==> config.mk <==
export PLATFORM = sky130hd
export DESIGN_NAME = fwd_hazard_unit
export DESIGN_NICKNAME = d
export VERILOG_FILES = /design/src/rtl/fwd_hazard_unit.sv
export SDC_FILE = /design/constraint.sdc
export NUM_CORES = 1
export LEC_CHECK = 0
export CAP_MARGIN = 20
export CORE_MARGIN = 8
export CORE_UTILIZATION = 31
export DETAILED_ROUTE_END_ITERATION = 12
export GPL_TIMING_DRIVEN = 0
export PLACE_DENSITY = 0.89
export SETUP_SLACK_MARGIN = 0.1
export SYNTH_ARGS = -nofsm -noshare
export SYNTH_HDL_FRONTEND = slang
export SYNTH_SLANG_ARGS = --single-unit
==> constraint.sdc <==
create_clock -name clk -period 4.95 [get_ports clk]
set_input_delay 0.7425 -clock clk [delete_from_list [all_inputs] [get_ports clk]]
set_output_delay 0.7425 -clock clk [all_outputs]
set_load 0.03 [all_outputs]
==> src/rtl/fwd_hazard_unit.sv <==
// D-stage hazard detection and operand forwarding over the E/M/W producer records.
// FWD_WB_BYPASS_EN: when defined, a ready W-stage producer is forwarded (sel=1); otherwise the GRF write-through covers it.
module fwd_hazard_unit #(
    parameter int DATA_W    = 32,
    parameter int NUM_PORTS = 2,
    parameter int TNEW_W    = 2
) (
    input  logic                        clk,
    input  logic                        reset,
    input  logic                        d_wr_en,
    input  logic [4:0]                  d_wr_addr,
    input  logic [TNEW_W-1:0]           d_tnew,
    input  logic                        flush,
    input  logic [NUM_PORTS*5-1:0]      rd_addr,
    input  logic [NUM_PORTS*TNEW_W-1:0] rd_tuse,
    input  logic [NUM_PORTS*DATA_W-1:0] rf_data,
    input  logic [DATA_W-1:0]           e_data,
    input  logic [DATA_W-1:0]           m_data,
    input  logic [DATA_W-1:0]           w_data,
    output logic                        stall,
    output logic [NUM_PORTS*2-1:0]      fwd_sel,
    output logic [NUM_PORTS*DATA_W-1:0] fwd_data
);

    typedef struct packed {
        logic              valid;
        logic [4:0]        addr;
        logic [TNEW_W-1:0] tnew;
    } rec_t;

    localparam logic [1:0] SEL_RF = 2'd0;
    localparam logic [1:0] SEL_W  = 2'd1;
    localparam logic [1:0] SEL_M  = 2'd2;
    localparam logic [1:0] SEL_E  = 2'd3;

`ifdef FWD_WB_BYPASS_EN
    localparam logic [1:0] W_HIT_SEL = SEL_W;
`else
    localparam logic [1:0] W_HIT_SEL = SEL_RF;
`endif

    rec_t e_q;
    rec_t m_q;
    rec_t w_q;

    logic [NUM_PORTS-1:0] port_stall;

    function automatic logic [TNEW_W-1:0] age_tnew(input logic [TNEW_W-1:0] t);
        return (t == '0) ? '0 : t - TNEW_W'(1);
    endfunction

    // M and W always advance so a stall drains on its own; only E takes the bubble.
    always_ff @(posedge clk or posedge reset) begin
        if (reset) begin
            e_q <= '0;
            m_q <= '0;
            w_q <= '0;
        end else begin
            w_q <= {m_q.valid, m_q.addr, age_tnew(m_q.tnew)};
            m_q <= {e_q.valid, e_q.addr, age_tnew(e_q.tnew)};
            if (stall || flush) begin
                e_q <= '0;
            end else begin
                e_q <= {d_wr_en && (d_wr_addr != 5'd0), d_wr_addr, d_tnew};
            end
        end
    end

    for (genvar gi = 0; gi < NUM_PORTS; gi++) begin : g_port
        logic [4:0]        addr;
        logic [TNEW_W-1:0] tuse;
        logic              hit;
        logic [TNEW_W-1:0] hit_tnew;
        logic [1:0]        hit_sel;
        logic              p_stall;
        logic [1:0]        p_sel;
        logic [DATA_W-1:0] p_data;

        assign addr = rd_addr[5*gi +: 5];
        assign tuse = rd_tuse[TNEW_W*gi +: TNEW_W];

        // Nearest producer wins; older matches are shadowed.
        always_comb begin
            hit      = 1'b0;
            hit_tnew = '0;
            hit_sel  = SEL_RF;
            if (addr != 5'd0) begin
                if (e_q.valid && (e_q.addr == addr)) begin
                    hit      = 1'b1;
                    hit_tnew = e_q.tnew;
                    hit_sel  = SEL_E;
                end else if (m_q.valid && (m_q.addr == addr)) begin
                    hit      = 1'b1;
                    hit_tnew = m_q.tnew;
                    hit_sel  = SEL_M;
                end else if (w_q.valid && (w_q.addr == addr)) begin
                    hit      = 1'b1;
                    hit_tnew = w_q.tnew;
                    hit_sel  = W_HIT_SEL;
                end
            end
        end

        // A producer that is not ready yet but will be by Tuse is left to the later-stage muxes.
        always_comb begin
            p_stall = 1'b0;
            p_sel   = SEL_RF;
            if (hit) begin
                if (hit_tnew > tuse) begin
                    p_stall = 1'b1;
                end else if (hit_tnew == '0) begin
                    p_sel = hit_sel;
                end
            end
        end

        always_comb begin
            case (p_sel)
                SEL_E:   p_data = e_data;
                SEL_M:   p_data = m_data;
                SEL_W:   p_data = w_data;
                default: p_data = rf_data[DATA_W*gi +: DATA_W];
            endcase
        end

        assign port_stall[gi]               = p_stall;
        assign fwd_sel[2*gi +: 2]           = p_sel;
        assign fwd_data[DATA_W*gi +: DATA_W] = p_data;
    end

    assign stall = |port_stall;

endmodule
==> report_table.html <==
<table>
<tr><th>Metric</th><th>Value</th></tr>
<tr><th colspan="2">Finish</th></tr>
<tr><td>Footprint of the multi-input gates</td><td>2390 µm²</td></tr>
<tr><td>Area Overhead vs Synth</td><td>77.8%</td></tr>
<tr><td>Final layout net count</td><td>720</td></tr>
<tr><td>Utilization of the core after routing</td><td>0.558</td></tr>
<tr><td>Fraction of layout instances using a drive strength above 1</td><td>0.447</td></tr>
<tr><td>Cell area after layout</td><td>5360 µm²</td></tr>
<tr><td>Final antenna diode count</td><td>0</td></tr>
<tr><td>Area taken by flip-flops and latches</td><td>601 µm²</td></tr>
<tr><td>Fill count</td><td>867</td></tr>
<tr><th colspan="2">Worst setup path</th></tr>
<tr><td>Top delay family on crit path</td><td>simple AND/OR/NAND/NOR gates</td></tr>
<tr><td>Required time worst endpoint</td><td>4210 ps</td></tr>
<tr><td>Critical path buffer and inverter count</td><td>4</td></tr>
<tr><td>WS Path Type</td><td>primary input to primary output</td></tr>
<tr><td>Largest stage delay on the critical path</td><td>360 ps</td></tr>
<tr><td>Crit start category</td><td>primary input</td></tr>
<tr><td>Crit Path Max Fanout</td><td>10</td></tr>
<tr><td>WP data arrival</td><td>3960 ps</td></tr>
<tr><td>Endpoint class of the critical path</td><td>primary output</td></tr>
<tr><td>Library cell contributing the largest single delay on the critical path</td><td>mux2_2</td></tr>
<tr><td>Worst path cell trace</td><td>dlygate4sd2_1, xor2_1, nor4_4, and2_4, o311ai_4, and2_1, ha_1, nor2b_1, o21ai_2, o211ai_1, a211oi_4, buf_4, buf_6, mux2_2, buf_2</td></tr>
<tr><th colspan="2">Floorplan</th></tr>
<tr><td>Die area</td><td>13100 µm²</td></tr>
<tr><td>Chip Width</td><td>115 µm</td></tr>
<tr><td>Top-level port count</td><td>254</td></tr>
<tr><td>Y dimension of the die</td><td>115 µm</td></tr>
<tr><td>Initial core utilization</td><td>0.314</td></tr>
<tr><td>FP Rows</td><td>36</td></tr>
<tr><td>Placeable core area</td><td>9590 µm²</td></tr>
<tr><th colspan="2">STA</th></tr>
<tr><td>Hold WS</td><td>427 ps</td></tr>
<tr><td>Number of hold violations in the final report</td><td>0</td></tr>
<tr><td>Relative max-transition margin</td><td>0.398</td></tr>
<tr><td>Largest clock skew in the final design</td><td>5.68 ps</td></tr>
<tr><td>Period utilisation layout</td><td>0.950</td></tr>
<tr><td>Timing-limited maximum frequency</td><td>213 MHz</td></tr>
<tr><td>Final-report max-slew violation count</td><td>0</td></tr>
<tr><td>RSZ-0062 raised after global routing</td><td>true</td></tr>
<tr><td>Transition time of the tightest slew-check pin</td><td>902 ps</td></tr>
<tr><td>Min cycle time layout</td><td>4700 ps</td></tr>
<tr><td>Number of endpoints failing setup at the final stage</td><td>0</td></tr>
<tr><th colspan="2">Route</th></tr>
<tr><td>Number of design-rule violations left by the first detailed-router iteration</td><td>136</td></tr>
<tr><td>Final routed DRC violation total</td><td>0</td></tr>
<tr><td>First-pass detailed-route iteration total</td><td>4</td></tr>
<tr><td>WL per Instance</td><td>21.0 µm</td></tr>
<tr><td>Residual antenna-violating net count after detailed routing</td><td>0</td></tr>
<tr><td>Routed via count divided by cell count</td><td>4.93</td></tr>
<tr><td>WL final</td><td>13.9 mm</td></tr>
<tr><td>Vias post-DR</td><td>3268</td></tr>
<tr><th colspan="2">Synthesis</th></tr>
<tr><td>Most common library cells after synthesis</td><td>mux2_2, dfrtp_1, xnor2_1</td></tr>
<tr><td>Number of enable-type register cells in the synthesized netlist</td><td>0</td></tr>
<tr><td>Area fraction of the dominant cell type after synthesis</td><td>0.460</td></tr>
<tr><td>Fraction of synthesis flops using an asynchronous set or reset pin</td><td>1.00</td></tr>
<tr><td>Synthesized netlist net count</td><td>475</td></tr>
<tr><td>Most common cell in the synthesized netlist</td><td>mux2_2</td></tr>
<tr><td>Post-Synthesis Cells</td><td>286</td></tr>
<tr><td>Leading cell types by total area after synthesis</td><td>mux2_2, dfrtp_1, xnor2_1</td></tr>
<tr><td>Sequential fraction of the synthesis area</td><td>0.199</td></tr>
<tr><td>Cell type with the highest aggregate area in the netlist</td><td>mux2_2</td></tr>
<tr><td>Count of yosys warnings during synthesis</td><td>0</td></tr>
<tr><td>Yosys reg bits</td><td>24</td></tr>
<tr><td>Synthesized area per cell</td><td>10.5 µm²</td></tr>
<tr><td>Count of distinct cell types in the synthesized netlist</td><td>35</td></tr>
<tr><td>Post-Syn Area</td><td>3010 µm²</td></tr>
<tr><td>Synth Flop Type</td><td>dfrtp_1</td></tr>
<tr><th colspan="2">Placed design</th></tr>
<tr><td>I/O Buffers</td><td>221</td></tr>
<tr><td>Weighted congestion at the end of routability-driven global placement</td><td>0.921</td></tr>
<tr><td>Cell area reported after detailed placement</td><td>5390 µm²</td></tr>
<tr><td>Detailed Place HPWL</td><td>11.7 mm</td></tr>
<tr><th colspan="2">CTS</th></tr>
<tr><td>CTS tree</td><td>done</td></tr>
<tr><td>Number of buffers added by the clock tree synthesis step</td><td>3</td></tr>
<tr><td>Master cell of the clock root buffer</td><td>clkbuf_8</td></tr>
<tr><td>CTS H-Tree Depth</td><td>1</td></tr>
<tr><td>Count of hold buffers inserted by post-cts repair</td><td>0</td></tr>
<tr><td>Worst-path clk slew</td><td>80 ps</td></tr>
<tr><td>Worst skew pair latency</td><td>270 ps</td></tr>
<tr><td>Buffer depth of the longest clock path</td><td>2</td></tr>
<tr><td>Total number of clock tree sinks</td><td>24</td></tr>
<tr><th colspan="2">Global route</th></tr>
<tr><td>Initial antenna violation count</td><td>0</td></tr>
<tr><td>Maximum number of pins on one net before global-route repair</td><td>25</td></tr>
<tr><td>Number of global-route vias before repair</td><td>3536</td></tr>
<tr><td>Grt total ovfl</td><td>0</td></tr>
<tr><td>Total Routing Usage GR</td><td>0.199</td></tr>
<tr><td>Global-route wire length before repair</td><td>20.4 mm</td></tr>
<tr><th colspan="2">Run</th></tr>
<tr><td>Max-cap violations</td><td>0</td></tr>
<tr><th colspan="2">Worst hold path</th></tr>
<tr><td>Tightest Hold Check Type</td><td>register to register</td></tr>
<tr><th colspan="2">Power</th></tr>
<tr><td>Static leakage power</td><td>2.14 nW</td></tr>
<tr><td>Total power per unit cell area</td><td>134 nW/µm²</td></tr>
<tr><td>Worst voltage drop across the vdd grid</td><td>0.149 mV</td></tr>
<tr><th colspan="2">Status</th></tr>
<tr><td>Result of the run</td><td>finished clean</td></tr>
</table>
==> final cells by class <==
type,count,area share
plain buffers,12,0.0175
clock buffers,4,0.0103
inverters,7,0.00491
multi-input cells,243,0.447
flip-flops and latches,24,0.112
well taps,133,0.0311
repair buffers,240,0.377
==> timing repair <==
| item | in CTS | in global routing |
|---|---|---|
| pin swaps | 12 | 10 |
| gates resized for setup | 327 | 26 |
| buffers inserted | 13 | 6 |
| setup endpoints to repair | 69 | 66 |
==> through the flow <==
step	worst slack, ps	TNS [ps]	std cells	power, W
detailed placement	-1350	-80000	640	0.000614
floorplan	584	0	286	0.000396
CTS	54.9	0	657	0.000723
global route	81.0	0	663	0.000755
finish	246	0	663	0.000720
global placement	-1270	-76930	640	0.000605
==> cells in the final DEF (no fill, tap or decap), drive strengths merged, types with 3 or more instances in the layout <==
cell type      count
dfrtp             24
nor3               6
nor2               8
clkbuf            18
nand3              6
o211ai             3
xor2              10
nor2b              3
mux2             128
nand2             11
and2              17
xnor2             20
clkdlybuf4s50    145
inv                7
nand4              3
ha                 4
buf               84
dlygate4sd2        9
==> worst paths after layout <==
check / slack [ps] / endpoint / cells after the start / start
min in group asynchronous: 970 / e_q[6] / 2 / reset
hold reg to reg: 430 / w_q[7] / 0 / m_q[7]
hold / removal: 430 / w_q[7] / 0 / m_q[7]
setup reg to reg: 1600 / e_q[7] / 13 / m_q[5]
setup / recovery: 250 / fwd_data[48] / 15 / rd_addr[8]
max in group asynchronous: 3430 / w_q[5] / 2 / reset
==> routing by layer <==
metal | up-vias | GRT usage | wire length, µm
met4 | 0 | 0.0594 | 345
met1 | 1564 | 0.224 | 5300
li1 | 1539 | - | -
met5 | - | 0 | 0
met2 | 141 | 0.361 | 7170
met3 | 24 | 0.0459 | 1080
==> sequential cells by signal, summed over array words and instances (netlist names) <==
name and flops:
w_q 8, m_q 8, e_q 8
==> report_power, final <==
group	internal (W)	total, W	switching (W)
Combinational	0.000201	0.000370	0.000169
Sequential	0.000206	0.000218	0.0000121
Clock	0.0000710	0.000132	0.0000612
==> logic make-up (layout without fill, tap and decap cells) <==
| kind of cell | after synthesis | in the layout | share of synthesized area |
|---|---|---|---|
| buf+inv | 19 | 263 | 0.0386 |
| simple gates | 61 | 61 | 0.117 |
| mux | 128 | 128 | 0.479 |
| compound gates | 20 | 20 | 0.0627 |
| fa+ha+maj | 4 | 4 | 0.0166 |
| flops | 24 | 24 | 0.199 |
| xor+xnor | 30 | 30 | 0.0872 |
Power figures use the tool's default switching activity.
